[config.mk]
export PLATFORM = sky130hd
export DESIGN_NAME = rom_arbiter
export DESIGN_NICKNAME = d
export VERILOG_FILES = /design/src/rtl/rom_arbiter.sv
export SDC_FILE = /design/constraint.sdc
export NUM_CORES = 1
export LEC_CHECK = 0
export ABC_AREA = 1
export ABC_CLOCK_PERIOD_IN_PS = 3000
export BUFFER_PORTS_ARGS = -buffer_cell sky130_fd_sc_hd__buf_2
export CORE_AREA = 2 2 78 80
export CTS_CLUSTER_SIZE = 14
export DETAILED_ROUTE_END_ITERATION = 7
export DIE_AREA = 0 0 80 82
export GPL_TIMING_DRIVEN = 1
export PLACE_DENSITY_LB_ADDON = 0.15
export RECOVER_POWER = 50
export SYNTH_ARGS = -nofsm -noshare
export SYNTH_HDL_FRONTEND = slang
export SYNTH_SLANG_ARGS = --single-unit
export TNS_END_PERCENT = 20
[constraint.sdc]
create_clock -name clk_i -period 3 [get_ports clk_i]
set_clock_uncertainty 0.05 [all_clocks]
set_input_delay 0.6 -clock clk_i [delete_from_list [all_inputs] [get_ports clk_i]]
set_output_delay 0.6 -clock clk_i [all_outputs]
set_load 0.1 [all_outputs]
[src/rtl/rom_arbiter.sv]
// Two-port req/gnt/rvalid front end for the single-port boot ROM.
// Round-robin arbitration, range/alignment/write checking and a one-deep response stage.
module rom_arbiter #(
    parameter int unsigned           ADDR_WIDTH = 32,
    parameter int unsigned           DATA_WIDTH = 32,
    parameter logic [ADDR_WIDTH-1:0] ROM_BASE   = 32'h0010_0000,
    parameter logic [ADDR_WIDTH-1:0] ROM_SIZE   = 32'h0000_0600
) (
    input  logic                  clk_i,
    input  logic                  rst_i,

    input  logic                  instr_req_i,
    input  logic [ADDR_WIDTH-1:0] instr_addr_i,
    output logic                  instr_gnt_o,
    output logic                  instr_rvalid_o,
    output logic [DATA_WIDTH-1:0] instr_rdata_o,
    output logic                  instr_err_o,

    input  logic                  data_req_i,
    input  logic                  data_we_i,
    input  logic [ADDR_WIDTH-1:0] data_addr_i,
    output logic                  data_gnt_o,
    output logic                  data_rvalid_o,
    output logic [DATA_WIDTH-1:0] data_rdata_o,
    output logic                  data_err_o,

    output logic                  rom_req_o,
    output logic [ADDR_WIDTH-1:0] rom_addr_o,
    input  logic [DATA_WIDTH-1:0] rom_rdata_i
);

    typedef enum logic {
        PORT_INSTR = 1'b0,
        PORT_DATA  = 1'b1
    } port_e;

    // One extra bit so a ROM that ends at the top of the address space does not wrap.
    localparam logic [ADDR_WIDTH:0] ROM_LO = {1'b0, ROM_BASE};
    localparam logic [ADDR_WIDTH:0] ROM_HI = ROM_LO + {1'b0, ROM_SIZE};

    port_e                 r_last;
    logic                  r_rsp_valid;
    port_e                 r_rsp_port;
    logic                  r_rsp_err;

    logic                  w_instr_gnt;
    logic                  w_data_gnt;
    logic                  w_any_gnt;
    port_e                 w_sel_port;
    logic [ADDR_WIDTH-1:0] w_sel_addr;
    logic                  w_sel_we;
    logic [ADDR_WIDTH:0]   w_addr_ext;
    logic                  w_legal;

    // NOTE: every signal written here gets a default first so no path leaves it unassigned (no latch).
    always_comb begin
        w_instr_gnt = 1'b0;
        w_data_gnt  = 1'b0;
        if (!rst_i) begin
            if (instr_req_i && (!data_req_i || r_last == PORT_DATA)) begin
                w_instr_gnt = 1'b1;
            end else if (data_req_i) begin
                w_data_gnt = 1'b1;
            end
        end

        w_any_gnt  = w_instr_gnt | w_data_gnt;
        w_sel_port = w_data_gnt ? PORT_DATA : PORT_INSTR;
        w_sel_addr = w_data_gnt ? data_addr_i : instr_addr_i;
        w_sel_we   = w_data_gnt & data_we_i;
        w_addr_ext = {1'b0, w_sel_addr};
        w_legal    = (w_addr_ext >= ROM_LO) && (w_addr_ext < ROM_HI)
                     && (w_sel_addr[1:0] == 2'b00) && !w_sel_we;
    end

    assign instr_gnt_o = w_instr_gnt;
    assign data_gnt_o  = w_data_gnt;
    assign rom_req_o   = w_any_gnt & w_legal;
    assign rom_addr_o  = (w_any_gnt && w_legal) ? w_sel_addr : '0;

    // NOTE: sequential state uses non-blocking assignments so every register samples pre-edge values.
    always_ff @(posedge clk_i or posedge rst_i) begin
        if (rst_i) begin
            r_last      <= PORT_DATA;
            r_rsp_valid <= 1'b0;
            r_rsp_port  <= PORT_INSTR;
            r_rsp_err   <= 1'b0;
        end else begin
            r_rsp_valid <= w_any_gnt;
            if (w_any_gnt) begin
                r_last     <= w_sel_port;
                r_rsp_port <= w_sel_port;
                r_rsp_err  <= ~w_legal;
            end
        end
    end

    // ROM data is only forwarded for legal accesses; errors return zero data.
    always_comb begin
        instr_rvalid_o = 1'b0;
        instr_err_o    = 1'b0;
        instr_rdata_o  = '0;
        data_rvalid_o  = 1'b0;
        data_err_o     = 1'b0;
        data_rdata_o   = '0;
        if (r_rsp_valid) begin
            if (r_rsp_port == PORT_INSTR) begin
                instr_rvalid_o = 1'b1;
                instr_err_o    = r_rsp_err;
                instr_rdata_o  = r_rsp_err ? '0 : rom_rdata_i;
            end else begin
                data_rvalid_o = 1'b1;
                data_err_o    = r_rsp_err;
                data_rdata_o  = r_rsp_err ? '0 : rom_rdata_i;
            end
        end
    end

endmodule
Word-level counts from Yosys, hierarchy flattened
Cells that the tools add are included.
{ "op_classes": {"n_lt_le_gt_ge": 2, "n_mux": 21, "n_bitwise": 4, "n_reduce_logical": 9} }
{ "ops": {"columns": ["cell", "n"], "rows": [
  ["32-bit 2-to-1 mux", 7],
  ["32-bit by 21-bit greater-or-equal comparator with 1-bit output, second input constant", 1],
  ["32-bit by 21-bit less-than comparator with 1-bit output, second input constant", 1],
  ["1-bit 2-to-1 mux", 14],
  ["1-bit logical AND", 5],
  ["1-bit AND", 2],
  ["1-bit logical NOT", 2],
  ["2-bit logical NOT", 1],
  ["1-bit logical OR", 1],
  ["1-bit inverter", 1],
  ["1-bit OR", 1]
]} }
{ "totals": {"regBits": 4, "in_bits": 101, "output_inout_bits": 103, "elab_cells": 40} }

Logic depth before layout (Yosys ltp)
{ "depth": {"ltp_word": 12, "mapped_depth": 14, "ltp_nobuf": 13} }

Worst setup path after synthesis
No wires, ideal clock.
{ "synth_timing": {"kind": "register to output", "startpoint": "register r_rsp_port", "endpoint": "output port instr_rdata_o[0]", "t_arrival_ns": 3.516, "t_required_ns": 2.350, "path_slack_ns": -1.166, "stages_incl_launch_ff": 5, "n_path_buf": 1, "path_cell_list": "dfrtp_1 -> nor2_1 -> inv_1 -> buf_1 -> nor2_1"} }
{ "synth_via": {"elab_chain_len": 2} }
{ "synth_rtl": {"columns": ["item", "line", "rtl"], "rows": [
  ["from (decl)", "43", "port_e r_rsp_port;"],
  ["from (signal assigned)", "92", "r_rsp_port <= w_sel_port;"],
  ["32-bit 2-to-1 mux", "107", "if (r_rsp_port == PORT_INSTR) begin"],
  ["32-bit 2-to-1 mux", "106", "if (r_rsp_valid) begin"],
  ["to (decl)", "16", "output logic [DATA_WIDTH-1:0] instr_rdata_o,"]
]} }
No other way between the ends.

Worst setup path after layout
{ "layout_timing": {"startpoint": "input port data_req_i", "endpoint": "output port rom_addr_o[8]"} }
{ "layout_via": {"elab_cells_between_ends": 20, "classes_between": "2 x order compare; 7 x mux; 2 x bitwise; 9 x reduce/logical"} }
{ "layout_rtl": {"columns": ["item", "line", "rtl"], "rows": [
  ["from (decl)", "19", "input logic data_req_i,"],
  ["1-bit logical NOT", "60", "if (instr_req_i && (!data_req_i || r_last == PORT_DATA)) begin"],
  ["1-bit logical OR", "60", null],
  ["1-bit logical AND", "60", null],
  ["1-bit 2-to-1 mux", "60", null],
  ["1-bit 2-to-1 mux", "59", "if (!rst_i) begin"],
  ["1-bit OR *", "67", "w_any_gnt = w_instr_gnt | w_data_gnt;"],
  ["net w_any_gnt", "48", "logic w_any_gnt;"],
  ["1-bit logical AND *", "79", "assign rom_addr_o = (w_any_gnt && w_legal) ? w_sel_addr : '0;"],
  ["32-bit 2-to-1 mux *", "79", null],
  ["to (decl)", "28", "output logic [ADDR_WIDTH-1:0] rom_addr_o,"]
]} }
The timed path passes the listed nets; every way through them passes the cells marked *.

==> run_summary.xml <==
<?xml version="1.0" encoding="UTF-8"?>
<metrics>
  <group name="floorplan">
    <metric name="chipHeight" unit="µm">82</metric>
    <metric name="floorplan.die.width" unit="µm">80</metric>
    <metric name="initial_core_util" unit="%">29.1</metric>
    <metric name="floorplan.core_area" unit="mm²">0.00575</metric>
    <metric name="design.portCount" unit="">204</metric>
    <metric name="die-area" unit="mm²">0.00656</metric>
    <metric name="num_rows" unit="">28</metric>
  </group>
  <group name="detailed_routing">
    <metric name="antenna_left" unit="">0</metric>
    <metric name="vias" unit="">2602</metric>
    <metric name="remaining_drc_errors" unit="">0</metric>
    <metric name="wirelength" unit="µm">6620</metric>
    <metric name="length_of_the_first_detailed_routing_pass_in_iterations" unit="">5</metric>
    <metric name="route.detailed.wl_per_inst" unit="µm">10.8</metric>
    <metric name="detailedRoute.firstIterationViolations" unit="">93</metric>
    <metric name="vias_per_cell" unit="">4.24</metric>
  </group>
  <group name="grt">
    <metric name="antenna_violations_before_repair" unit="">0</metric>
    <metric name="grt_pass1_vias" unit="">2156</metric>
    <metric name="wire_length_of_the_first_global_routing_pass" unit="µm">9430</metric>
    <metric name="groute.usage.overall" unit="%">17.7</metric>
    <metric name="grt_max_degree" unit="">35</metric>
    <metric name="grt-ovfl-total" unit="">0</metric>
  </group>
  <group name="yosys">
    <metric name="synthAdderAreaFrac" unit="%">0</metric>
    <metric name="count_of_cell_types_in_the_netlist" unit="">21</metric>
    <metric name="yosys-top-cells-count" unit="">sky130_fd_sc_hd__nand2_1 (132), sky130_fd_sc_hd__nor2_1 (89), sky130_fd_sc_hd__inv_1 (39)</metric>
    <metric name="postSynth.topFlopCell" unit="">sky130_fd_sc_hd__dfrtp_1</metric>
    <metric name="synth_compound_area_share" unit="%">3.00</metric>
    <metric name="postSynthAreaPerCell" unit="µm²">4.73</metric>
    <metric name="post_synth_main_area_contributors" unit="">sky130_fd_sc_hd__nand2_1 (30%), sky130_fd_sc_hd__nor2_1 (20%), sky130_fd_sc_hd__buf_4 (11%)</metric>
    <metric name="yosys_register_bits" unit="">4</metric>
    <metric name="top_cell_type_by_total_area_after_synthesis" unit="">sky130_fd_sc_hd__nand2_1</metric>
    <metric name="post_synthesis_xor_xnor_area_fraction" unit="%">0</metric>
    <metric name="synth_top_area_share" unit="%">29.7</metric>
    <metric name="muxShareOfSynthArea" unit="%">0</metric>
    <metric name="synthCells" unit="">353</metric>
    <metric name="mappedNetlistArea" unit="mm²">0.00167</metric>
    <metric name="yosysWarnings" unit="">0</metric>
    <metric name="synth_simple_gate_area_share" unit="%">65.2</metric>
    <metric name="combinational_family_with_the_most_area_after_synthesis" unit="">simple AND/OR/NAND/NOR gates</metric>
    <metric name="postSynth.asyncResetShare" unit="%">100</metric>
    <metric name="synth.yosys.seq_area_share" unit="%">6.07</metric>
    <metric name="synth_enable_flop_cells" unit="">0</metric>
    <metric name="yosys.cell_count.top_type" unit="">sky130_fd_sc_hd__nand2_1</metric>
  </group>
  <group name="cts">
    <metric name="htreeDepth" unit="">1</metric>
    <metric name="clkLatencyLatePin" unit="ns">0.21</metric>
    <metric name="tritoncts.num_buffers" unit="">3</metric>
    <metric name="clk_pin_slew_worst_paths" unit="ns">0.04</metric>
    <metric name="clock_sink_count" unit="">4</metric>
    <metric name="holdBufCountCts" unit="">0</metric>
    <metric name="cts_max_path_buffers" unit="">2</metric>
    <metric name="ctsRootBufferMaster" unit="">sky130_fd_sc_hd__clkbuf_8</metric>
    <metric name="cts_tree" unit="">built</metric>
  </group>
  <group name="place">
    <metric name="dpl.hpwl" unit="µm">5310</metric>
    <metric name="placed_cells" unit="">602</metric>
    <metric name="placement.io_buffers" unit="">181</metric>
    <metric name="place_ws" unit="ns">0.0833</metric>
    <metric name="finalWeightedCongestion" unit="">0.779</metric>
  </group>
  <group name="timing">
    <metric name="hold_viol_final" unit="">0</metric>
    <metric name="timing.final.crit_period" unit="ns">2.92</metric>
    <metric name="setup-violations-final" unit="">0</metric>
    <metric name="max_slew.worst_pin.slew" unit="ns">0.518</metric>
    <metric name="fin_crit_sh" unit="%">97.4</metric>
    <metric name="max_slew_headroom" unit="%">65.5</metric>
    <metric name="max_clock_freq" unit="MHz">342</metric>
    <metric name="final-max-slew-violation-count" unit="">0</metric>
    <metric name="setup_ws" unit="ns">0.0774</metric>
  </group>
  <group name="pwr">
    <metric name="power.density_cell_area" unit="mW/mm²">204</metric>
    <metric name="power.static_leakage" unit="nW">1.84</metric>
    <metric name="vdd_drop_max" unit="mV">0.132</metric>
  </group>
  <group name="finish">
    <metric name="final_net_count" unit="">641</metric>
    <metric name="area_delta_synth_final" unit="%">87.4</metric>
    <metric name="share_of_final_layout_standard_cells_stronger_than_drive_strength_1" unit="%">49.2</metric>
    <metric name="final_core_utilization" unit="%">54.5</metric>
    <metric name="antenna-diode-count" unit="">0</metric>
    <metric name="stdcell_count" unit="">614</metric>
  </group>
  <group name="run">
    <metric name="cap_violations" unit="">0</metric>
  </group>
  <group name="hold_path">
    <metric name="min_path_type" unit="">in2async</metric>
  </group>
  <group name="critical_path">
    <metric name="critical_register_to_register_path_endpoint" unit="">r_rsp_err$_DFFE_PP0P_</metric>
    <metric name="critPathKind" unit="">in2out</metric>
    <metric name="cp_data_required_time" unit="ns">2.35</metric>
    <metric name="worst_setup_path_start_kind" unit="">primary input</metric>
    <metric name="reg2reg_depth" unit="">13</metric>
    <metric name="r2r_setup_slack" unit="ns">1.05</metric>
    <metric name="cp-startpoint" unit="">data_req_i</metric>
    <metric name="rr_startpoint" unit="">r_last$_DFFE_PP1P_</metric>
    <metric name="worstPathArrival" unit="ns">2.27</metric>
    <metric name="maximum_fanout_along_the_worst_path" unit="">6</metric>
    <metric name="worstSetupEndpointType" unit="">primary output</metric>
  </group>
  <group name="status">
    <metric name="result_of_the_run" unit="">finished, final reports clean</metric>
  </group>
</metrics>
[cells in the final DEF (no fill, tap or decap)]
cell type	n
sky130_fd_sc_hd__buf_12	14
sky130_fd_sc_hd__buf_2	169
sky130_fd_sc_hd__buf_4	10
sky130_fd_sc_hd__buf_6	4
sky130_fd_sc_hd__buf_8	1
sky130_fd_sc_hd__clkbuf_1	2
sky130_fd_sc_hd__clkbuf_16	1
sky130_fd_sc_hd__clkbuf_8	3
sky130_fd_sc_hd__clkinv_1	1
sky130_fd_sc_hd__conb_1	22
sky130_fd_sc_hd__dfrtp_1	3
sky130_fd_sc_hd__dfstp_2	1
sky130_fd_sc_hd__inv_1	38
sky130_fd_sc_hd__inv_2	3
sky130_fd_sc_hd__nand2_1	128
sky130_fd_sc_hd__nand2_2	4
sky130_fd_sc_hd__nand2_4	3
sky130_fd_sc_hd__nand2_8	2
sky130_fd_sc_hd__nand3_1	11
sky130_fd_sc_hd__nand3_2	1
sky130_fd_sc_hd__nand3b_1	13
sky130_fd_sc_hd__nor2_1	46
sky130_fd_sc_hd__nor2_2	33
sky130_fd_sc_hd__nor2_4	15
sky130_fd_sc_hd__nor2_8	1
sky130_fd_sc_hd__o21ai_0	4
sky130_fd_sc_hd__o21ai_1	6
[state kept, by name (all words and copies together) (netlist names)]
signal       cells
r_last           1
r_rsp_err        1
r_rsp_port       1
r_rsp_valid      1
[how the worst max path moves through the flow]
| stage | to | slack (ns) | cells after the start |
|---|---|---|---|
| floorplan | rom_addr_o[20] | -0.45 | 11 |
| global placement | rom_addr_o[2] | 0.12 | 12 |
| detailed placement | rom_addr_o[10] | 0.08 | 14 |
| CTS | rom_addr_o[10] | 0.04 | 14 |
| global route | rom_addr_o[8] | -0.05 | 14 |
| finish | rom_addr_o[8] | 0.08 | 14 |
[layout make-up]
type                    instances  area [µm²]
repair buffers                200        1290
well taps                      75        93.8
fillers                       611        2620
inverters                      42         158
clock buffers                   4        45.0
multi-input cells             289        1440
flip-flops and latches          4         101
[kinds of logic (layout without fill, tap and decap cells)]
| family | count (synthesis) | in the layout |
|---|---|---|
| AO/OA/AOI/OAI | 10 | 10 |
| flip-flops | 4 | 4 |
| other | 1 | 22 |
| buffers and inverters | 82 | 246 |
| AND/OR/NAND/NOR | 256 | 257 |
[timing repair]
action	4_1_cts	5_1_grt
gates resized for setup	0	34
buffers inserted	0	6
hold endpoints to repair	0	0
setup endpoints to repair	0	11
[per-layer routing]
| metal | part of all wire (%) | vias up | track usage (%) |
|---|---|---|---|
| met3 | 8.1 | 4 | 3.52 |
| met4 | 0.77 | 0 | 3.90 |
| li1 | - | 1369 | - |
| met1 | 38 | 1118 | 19.0 |
| met5 | 0 | - | 0 |
| met2 | 53 | 111 | 35.3 |
[power breakdown]
part	switching (mW)	total [mW]	leakage [nW]	internal [mW]
combinational	0.329	0.454	1.77	0.125
clock	0.0273	0.118	0.0228	0.0907
sequential	0.00429	0.0665	0.0434	0.0622
total	0.360	0.638	1.84	0.278
[metrics by stage]
stage / area (µm²) / setup TNS [ns] / hold slack [ns] / power [mW]
2_1_floorplan: 1860 / -1.80 / 0.324 / 0.405
6_report: 3130 / 0 / 0.388 / 0.638
4_1_cts: 2910 / 0 / 0.365 / 0.608
5_1_grt: 3130 / -0.130 / 0.409 / 0.683
3_3_place_gp: 2860 / 0 / 0.451 / 0.485
3_5_place_dp: 2860 / 0 / 0.450 / 0.487
[worst max-delay path: stages]
cell	delay, ns
sky130_fd_sc_hd__buf_2	0.10
sky130_fd_sc_hd__inv_2	0.06
sky130_fd_sc_hd__nor2_8	0.18
sky130_fd_sc_hd__nand2_8	0.09
sky130_fd_sc_hd__buf_6	0.14
sky130_fd_sc_hd__buf_4	0.13
sky130_fd_sc_hd__nand2_4	0.06
sky130_fd_sc_hd__nand2_2	0.07
sky130_fd_sc_hd__nor2_4	0.11
sky130_fd_sc_hd__nand3_2	0.09
sky130_fd_sc_hd__nor2_4	0.19
sky130_fd_sc_hd__nand2_4	0.13
sky130_fd_sc_hd__nor2_4	0.14
sky130_fd_sc_hd__buf_12	0.18
Note: power is estimated with default switching activity, not from simulation.
